## src/rtl/dense_output_layer_pkg.sv

```systemverilog
// Shared definitions for the neural-network datapath blocks: FSM state
// encoding, datapath widths and the score shift-and-saturate helper.
package nn_pkg;

  localparam int ACT_W    = 16;  // activation / weight width (Q7.8)
  localparam int SCORE_W  = 32;  // score width written to the score RAM
  localparam int ADDR_W   = 14;  // activation / weight / score address width
  localparam int BIAS_W   = 32;  // bias width (16 fractional bits)
  localparam int BADDR_W  = 4;   // bias address width, also the neuron index width
  localparam int SAT_IN_W = 64;  // accumulators are widened to this before saturation

  typedef enum logic [2:0] {
    IDLE  = 3'd0,
    BIAS  = 3'd1,
    MAC   = 3'd2,
    WRITE = 3'd3,
    DONE  = 3'd4
  } state_t;

  localparam logic signed [SAT_IN_W-1:0] SAT_MAX = 64'sh0000_0000_7FFF_FFFF;
  localparam logic signed [SAT_IN_W-1:0] SAT_MIN = 64'shFFFF_FFFF_8000_0000;

  // Arithmetic right shift by the fractional width, then clamp into 32 bits.
  function automatic logic signed [SCORE_W-1:0] sat32(input logic signed [SAT_IN_W-1:0] acc,
                                                     input int unsigned frac);
    logic signed [SAT_IN_W-1:0] shifted;
    shifted = acc >>> frac;
    if (shifted > SAT_MAX) begin
      sat32 = 32'sh7FFF_FFFF;
    end else if (shifted < SAT_MIN) begin
      sat32 = 32'sh8000_0000;
    end else begin
      sat32 = shifted[SCORE_W-1:0];
    end
  endfunction

endpackage

```

## src/rtl/dense_output_layer_if.sv

```systemverilog
// Bus bundle between the dense output layer and its memories / arg-max stage.
//
// Protocol: start is a level sampled only while the layer is idle; done is a
// single-cycle pulse after the last score write. The activation, weight and
// bias memories are plain synchronous reads: an address driven in cycle n
// yields data in cycle n+1, with no stall or valid/ready back-pressure. The
// score RAM accepts a write in every cycle out_we is high.
interface dense_output_layer_if;
  import nn_pkg::*;

  logic                      start;
  logic [ADDR_W-1:0]         act_addr;
  logic signed [ACT_W-1:0]   act_data;
  logic [ADDR_W-1:0]         w_addr;
  logic signed [ACT_W-1:0]   w_data;
  logic [BADDR_W-1:0]        b_addr;
  logic signed [BIAS_W-1:0]  b_data;
  logic [ADDR_W-1:0]         out_addr;
  logic [SCORE_W-1:0]        out_data;
  logic                      out_we;
  logic                      done;

  modport master (
    input  start, act_data, w_data, b_data,
    output act_addr, w_addr, b_addr, out_addr, out_data, out_we, done
  );

  modport slave (
    output start, act_data, w_data, b_data,
    input  act_addr, w_addr, b_addr, out_addr, out_data, out_we, done
  );

endinterface

```

## src/rtl/dense_output_layer_mac.sv

```systemverilog
// Signed 16x16 multiply with a registered product feeding a wide accumulator.
// load replaces the accumulator with the sign-extended bias; en adds the
// product registered on the previous cycle.
module mac_unit
  import nn_pkg::*;
#(
  parameter int ACC_W = 48
) (
  input  logic                     Clk,
  input  logic                     Reset,
  input  logic                     load,
  input  logic                     en,
  input  logic signed [ACT_W-1:0]  a,
  input  logic signed [ACT_W-1:0]  b,
  input  logic signed [BIAS_W-1:0] bias,
  output logic signed [ACC_W-1:0]  acc
);

  logic signed [2*ACT_W-1:0] prod_q;

  // Register the product every cycle; load wins over accumulate.
  always_ff @(posedge Clk) begin
    if (Reset) begin
      prod_q <= '0;
      acc    <= '0;
    end else begin
      prod_q <= a * b;
      if (load) begin
        acc <= ACC_W'(bias);
      end else if (en) begin
        acc <= acc + ACC_W'(prod_q);
      end
    end
  end

endmodule

```

## src/rtl/dense_output_layer.sv

```systemverilog
// Fully-connected output layer: for each class j, score = bias[j] + sum over i
// of act[i]*w[j*N_IN+i], shifted back to Q.FRAC, saturated and written to the
// score RAM at address j. Control and address generation live here; the
// arithmetic is in mac_unit.
module dense_output_layer
  import nn_pkg::*;
#(
  parameter int N_IN  = 784,
  parameter int N_OUT = 10,
  parameter int FRAC  = 8,
  parameter int ACC_W = 48,
  parameter int RELU  = 0
) (
  input  logic             Clk,
  input  logic             Reset,
  dense_output_layer_if.master bus,
  output state_t           dbg_state
);

  localparam logic [ADDR_W-1:0]  LAST_I   = ADDR_W'(N_IN - 1);
  localparam logic [ADDR_W-1:0]  MAC_END  = ADDR_W'(N_IN);
  localparam logic [ADDR_W-1:0]  ROW_STEP = ADDR_W'(N_IN);
  localparam logic [BADDR_W-1:0] LAST_J   = BADDR_W'(N_OUT - 1);

  state_t                    state_q, state_d;
  logic [BADDR_W-1:0]        j_q;
  logic [ADDR_W-1:0]         i_q;
  logic [ADDR_W-1:0]         w_addr_q;
  logic [ADDR_W-1:0]         w_row_q;
  logic [ADDR_W-1:0]         mac_cnt_q;
  logic                      mac_load, mac_en, write_en, done_pulse;
  logic signed [ACC_W-1:0]   acc;
  logic signed [SCORE_W-1:0] score;

  // State register.
  always_ff @(posedge Clk) begin
    if (Reset) state_q <= IDLE;
    else       state_q <= state_d;
  end

  // Next state and per-state strobes. MAC cycle 0 loads the bias, cycles
  // 1..N_IN each add one product from the one-deep product pipeline.
  always_comb begin
    state_d    = state_q;
    mac_load   = 1'b0;
    mac_en     = 1'b0;
    write_en   = 1'b0;
    done_pulse = 1'b0;
    case (state_q)
      IDLE:  if (bus.start) state_d = BIAS;
      BIAS:  state_d = MAC;
      MAC: begin
        if (mac_cnt_q == '0) mac_load = 1'b1;
        else                 mac_en   = 1'b1;
        if (mac_cnt_q == MAC_END) state_d = WRITE;
      end
      WRITE: begin
        write_en = 1'b1;
        state_d  = (j_q == LAST_J) ? DONE : BIAS;
      end
      DONE: begin
        done_pulse = 1'b1;
        state_d    = IDLE;
      end
      default: state_d = IDLE;
    endcase
  end

  // Neuron / element counters and registered memory addresses. The element
  // address runs one ahead of the MAC cycle so data lands in time for the
  // product register, and parks at N_IN-1 for the final cycles.
  always_ff @(posedge Clk) begin
    if (Reset) begin
      j_q       <= '0;
      i_q       <= '0;
      w_addr_q  <= '0;
      w_row_q   <= '0;
      mac_cnt_q <= '0;
    end else begin
      case (state_q)
        IDLE: begin
          if (bus.start) begin
            j_q       <= '0;
            i_q       <= '0;
            w_addr_q  <= '0;
            w_row_q   <= '0;
            mac_cnt_q <= '0;
          end
        end
        BIAS, MAC: begin
          if (i_q != LAST_I) begin
            i_q      <= i_q + ADDR_W'(1);
            w_addr_q <= w_addr_q + ADDR_W'(1);
          end
          if (state_q == MAC) mac_cnt_q <= mac_cnt_q + ADDR_W'(1);
          else                mac_cnt_q <= '0;
        end
        WRITE: begin
          if (j_q != LAST_J) begin
            j_q       <= j_q + BADDR_W'(1);
            i_q       <= '0;
            w_row_q   <= w_row_q + ROW_STEP;
            w_addr_q  <= w_row_q + ROW_STEP;
            mac_cnt_q <= '0;
          end
        end
        default: ;
      endcase
    end
  end

  mac_unit #(.ACC_W(ACC_W)) u_mac (
    .Clk   (Clk),
    .Reset (Reset),
    .load  (mac_load),
    .en    (mac_en),
    .a     (bus.act_data),
    .b     (bus.w_data),
    .bias  (bus.b_data),
    .acc   (acc)
  );

  // Final score: back to Q.FRAC with saturation, optional ReLU clamp.
  always_comb begin
    score = sat32(SAT_IN_W'(acc), FRAC);
    if (RELU != 0 && score[SCORE_W-1]) score = '0;
  end

  assign bus.act_addr = i_q;
  assign bus.w_addr   = w_addr_q;
  assign bus.b_addr   = j_q;
  assign bus.out_addr = ADDR_W'(j_q);
  assign bus.out_we   = write_en;
  assign bus.out_data = write_en ? score : '0;
  assign bus.done     = done_pulse;
  assign dbg_state    = state_q;

endmodule

```

## src/flat_wrapper.sv

```systemverilog
// flat-port wrapper written by rule: the top's interface ports become plain ports
module dense_output_layer_flat import nn_pkg::*;
#(
  parameter int N_IN  = 784,
  parameter int N_OUT = 10,
  parameter int FRAC  = 8,
  parameter int ACC_W = 48,
  parameter int RELU  = 0
)
  (Clk, Reset, dbg_state, bus_start, bus_act_data, bus_w_data, bus_b_data, bus_act_addr, bus_w_addr, bus_b_addr, bus_out_addr, bus_out_data, bus_out_we, bus_done);
  dense_output_layer_if bus_i ();
  input  logic Clk;
  input  logic Reset;
  output state_t dbg_state;
  input wire logic [$bits(bus_i.start)-1:0] bus_start;
  input wire logic [$bits(bus_i.act_data)-1:0] bus_act_data;
  input wire logic [$bits(bus_i.w_data)-1:0] bus_w_data;
  input wire logic [$bits(bus_i.b_data)-1:0] bus_b_data;
  output wire logic [$bits(bus_i.act_addr)-1:0] bus_act_addr;
  output wire logic [$bits(bus_i.w_addr)-1:0] bus_w_addr;
  output wire logic [$bits(bus_i.b_addr)-1:0] bus_b_addr;
  output wire logic [$bits(bus_i.out_addr)-1:0] bus_out_addr;
  output wire logic [$bits(bus_i.out_data)-1:0] bus_out_data;
  output wire logic [$bits(bus_i.out_we)-1:0] bus_out_we;
  output wire logic [$bits(bus_i.done)-1:0] bus_done;
  assign bus_i.start = bus_start;
  assign bus_i.act_data = bus_act_data;
  assign bus_i.w_data = bus_w_data;
  assign bus_i.b_data = bus_b_data;
  assign bus_act_addr = bus_i.act_addr;
  assign bus_w_addr = bus_i.w_addr;
  assign bus_b_addr = bus_i.b_addr;
  assign bus_out_addr = bus_i.out_addr;
  assign bus_out_data = bus_i.out_data;
  assign bus_out_we = bus_i.out_we;
  assign bus_done = bus_i.done;
  dense_output_layer #(.N_IN(N_IN), .N_OUT(N_OUT), .FRAC(FRAC), .ACC_W(ACC_W), .RELU(RELU)) u_core (.Clk(Clk), .Reset(Reset), .bus(bus_i), .dbg_state(dbg_state));
endmodule
```

## config.mk

```make
export PLATFORM = sky130hd
export DESIGN_NAME = dense_output_layer_flat
export DESIGN_NICKNAME = d
export VERILOG_FILES = /design/src/rtl/dense_output_layer_pkg.sv /design/src/rtl/dense_output_layer_if.sv /design/src/rtl/dense_output_layer_mac.sv /design/src/rtl/dense_output_layer.sv /design/src/flat_wrapper.sv
export SDC_FILE = /design/constraint.sdc
export NUM_CORES = 1
export LEC_CHECK = 0
export ABC_AREA = 0
export BUFFER_PORTS_ARGS = -buffer_cell sky130_fd_sc_hd__buf_2
export CORE_ASPECT_RATIO = 1.1
export CORE_UTILIZATION = 40
export CTS_CLUSTER_SIZE = 20
export DETAILED_ROUTE_END_ITERATION = 7
export PLACE_DENSITY_LB_ADDON = 0.2
export RECOVER_POWER = 100
export SETUP_SLACK_MARGIN = 0.4
export SYNTH_ARGS = -nofsm -noshare
export SYNTH_HDL_FRONTEND = slang
export SYNTH_SLANG_ARGS = --single-unit
```

## constraint.sdc

```tcl
create_clock -name Clk -period 10.9 [get_ports Clk]
set_input_delay 0.545 -clock Clk [delete_from_list [all_inputs] [get_ports Clk]]
set_output_delay 0.545 -clock Clk [all_outputs]
set_load 0.03 [all_outputs]
```

==> impl_metrics.env <==
export IMPL_overflow=0
export IMPL_async_reset_ff_share_pct=0
export IMPL_numCtsBuffers=17
export IMPL_fin_hold_ws_ps=364.8
export IMPL_dieArea_um2=46950
export IMPL_grt_setup_unrepaired="false"
export IMPL_cp_buffers_inverters=4
export IMPL_post_cts_buffers=0
export IMPL_drt_total_wl_um=49800
export IMPL_drive_gt1_share_pct=4.893
export IMPL_crit_family="adder cells"
export IMPL_synthFlopType="dfxtp_1"
export IMPL_vias_per_cell=5.203
export IMPL_num_rows=82
export IMPL_status="finished, violations left"
export IMPL_fin_nets=2783
export IMPL_ctsResizeCount=0
export IMPL_yosysSeqAreaShare_pct=15.10
export IMPL_ios=150
export IMPL_crit_arrival_ps=6970
export IMPL_cts_sinks=139
export IMPL_clock_skew_final_ps=7.979
export IMPL_leakagePower_nw=9.492
export IMPL_violations="DRC, capacitance limit, slew limit"
export IMPL_cts_root_buf="clkbuf_16"
export IMPL_maxSlewHeadroom_pct=-130.9
export IMPL_start_util_pct=40.47
export IMPL_yosys_warnings=0
export IMPL_cpMaxStageDelayCell="fa_1"
export IMPL_cp_depth=21
export IMPL_clkTransAtPathRegs_ps=60
export IMPL_first_pass_iters=7
export IMPL_worst_pin_slew_ps=3463
export IMPL_synth_edf_count=0
export IMPL_htreeDepth=4
export IMPL_final_common_cell="inv_1"
export IMPL_final_cell_mix="inv_1 (342), fa_1 (263), nand2_1 (249)"
export IMPL_vdd_drop_max_mv=0.3991
export IMPL_synth_area_um2=18430
export IMPL_die_w_um=206.7
export IMPL_power_density_nw_per_um2=367.3
export IMPL_critical_path_max_fanout=16
export IMPL_start_kind="input pin"
export IMPL_yosys_area_top_type_share_pct=28.56
export IMPL_track_usage_pct=22.04
export IMPL_die_y_um=227.2
export IMPL_criticalPathCategory="in -> reg"
export IMPL_routabilityCongestion=0.9071
export IMPL_drtAntennaViolNets=0
export IMPL_slew_violations=273
export IMPL_setup_viol=0
export IMPL_core_area_um2=45550
export IMPL_reg2regPathDepth=7
export IMPL_syn_inst=2249
export IMPL_synth_area_top_cells="fa_1 (29%), dfxtp_1 (15%), ha_1 (9.2%)"
export IMPL_min_period_ps=6775
export IMPL_syn_avg_cell_area_um2=8.197
export IMPL_crit_required_ps=11090
export IMPL_worstHoldStart="bus_b_data[19]"
export IMPL_grt_max_degree=78
export IMPL_drtIter0Drc=1020
export IMPL_period_share_pct=62.16
export IMPL_finalSetupTns_ps=0
export IMPL_grt_pass1_vias=15552
export IMPL_crit_path_max_incr_delay_ps=550
export IMPL_cts_tree="built"
export IMPL_synth_distinct_cells=59
export IMPL_reg2reg_from="u_core.dbg_state[1]"
export IMPL_io_buffers=139
export IMPL_hold_buffers=0
export IMPL_path_common_cell="fa_1"
export IMPL_num_vias=15199
export IMPL_synth_largest_area_cell="fa_1"
export IMPL_hold_viol_final=0
export IMPL_fmax_ghz=0.1476
export IMPL_hpwl_um=39890
export IMPL_power_mw=7.349
export IMPL_reg2reg_setup_slack_ps=4360
export IMPL_worstSetupEndpointType="register"
export IMPL_drv_cap=5
export IMPL_drc_errors=28
export IMPL_wl_per_cell_um=17.05
export IMPL_grt_pass1_wl_um=80760
export IMPL_path_cells="clkbuf_1 > nand2b_1 > fa_1 > fa_1 > inv_1 > fa_1 > fa_1 > fa_1 > inv_1 > fa_1 > inv_1 > ha_1 > a21o_1 > a21o_1 > a21o_1 > a311o_1 > a21o_1 > a2111o_1 > a211oi_1 > xor2_1 > nor2_1"
export IMPL_startpoint="bus_act_data[0]"
export IMPL_hold_path_class="in -> reg"
export IMPL_cts_path_max_buffers=2
export IMPL_antenna_found_initial=2
export IMPL_clk_latency_ps=440
export IMPL_hold_path_depth=3
export IMPL_ys_ff_latch=139
export IMPL_area_growth_pct=8.545
cell families after synthesis:
family | synth area share, %
AND/OR/NAND/NOR | 19.17
buffers and inverters | 9.462
adder cells (fa/ha/maj) | 37.79
AO/OA/AOI/OAI | 13.11
flip-flops | 15.10
XOR/XNOR | 5.179
multiplexers | 0.1629
other | 0.02034
flip-flops by register name, indices dropped and copies added (netlist names):
signal / count
u_core.bus.act_addr: 14
u_core.mac_cnt_q: 14
u_core.w_row_q: 10
u_core.u_mac.acc: 48
u_core.bus.b_addr: 4
u_core.u_mac.prod_q: 32
u_core.bus.w_addr: 14
u_core.dbg_state: 3
synth_stat cells, types with 13 or more instances:
cell type / count
nor2b_1: 13
nand3_1: 39
clkbuf_1: 86
fa_1: 263
buf_4: 14
nor3_1: 36
and2_1: 131
nand2b_1: 15
a21oi_1: 140
and3_1: 26
dfxtp_1: 139
ha_1: 136
a21o_1: 37
xnor2_1: 48
nand4_1: 14
inv_1: 342
xor2_1: 61
o21ai_0: 79
a311oi_1: 19
nor2_1: 209
a31oi_1: 16
nand2_1: 249
a211oi_1: 18
worst reg2reg max path, cell delays in order (launching register included):
cell	delay [ps]
dfxtp_1	610
and2_2	240
clkbuf_1	2200
and3_2	540
clkbuf_1	1550
a21oi_1	800
o21ai_0	260
a31oi_1	80
routing by layer:
metal / GRT usage [%] / vias up / part of all wire, %
met5: 0 / - / 0.018
met4: 8.373 / 2 / 3.2
met3: 2.763 / 79 / 4.6
met2: 38.32 / 379 / 49
met1: 27.70 / 7414 / 43
li1: - / 7325 / -
layout make-up:
class                   instances  area, µm²
clock inverters                13      161.4
repair buffers                148      653.1
multi-input cells            1669      13940
clock buffers                  19      442.9
flip-flops and latches        139       2783
diodes                          3      7.507
fillers                      4625      25540
well taps                     588      735.7
inverters                     342       1284
power breakdown:
part / internal [mW] / leakage (nW) / total (mW) / switching, mW
clock: 0.367 / 0.298 / 0.607 / 0.240
sequential: 0.635 / 1.13 / 0.709 / 0.0733
combinational: 2.54 / 8.06 / 6.03 / 3.50
per-stage QoR:
stage / instance area (µm²) / instances / utilization [%] / setup WS, ps
after floorplan: 18470 / 2258 / - / 4427
after global placement: 19520 / 2886 / 42.85 / 4060
after detailed placement: 19520 / 2886 / 42.85 / 3923
after CTS: 20120 / 2918 / 44.17 / 4421
after global routing: 20000 / 2918 / 43.91 / 3757
final: 20010 / 2921 / 43.92 / 4125
worst paths after layout:
kind / to
max reg2reg: u_core.u_mac.acc[41]
max: u_core.u_mac.prod_q[28]
min: u_core.u_mac.acc[19]
min reg2reg: u_core.w_row_q[13]
Power figures use the tool's default switching activity.
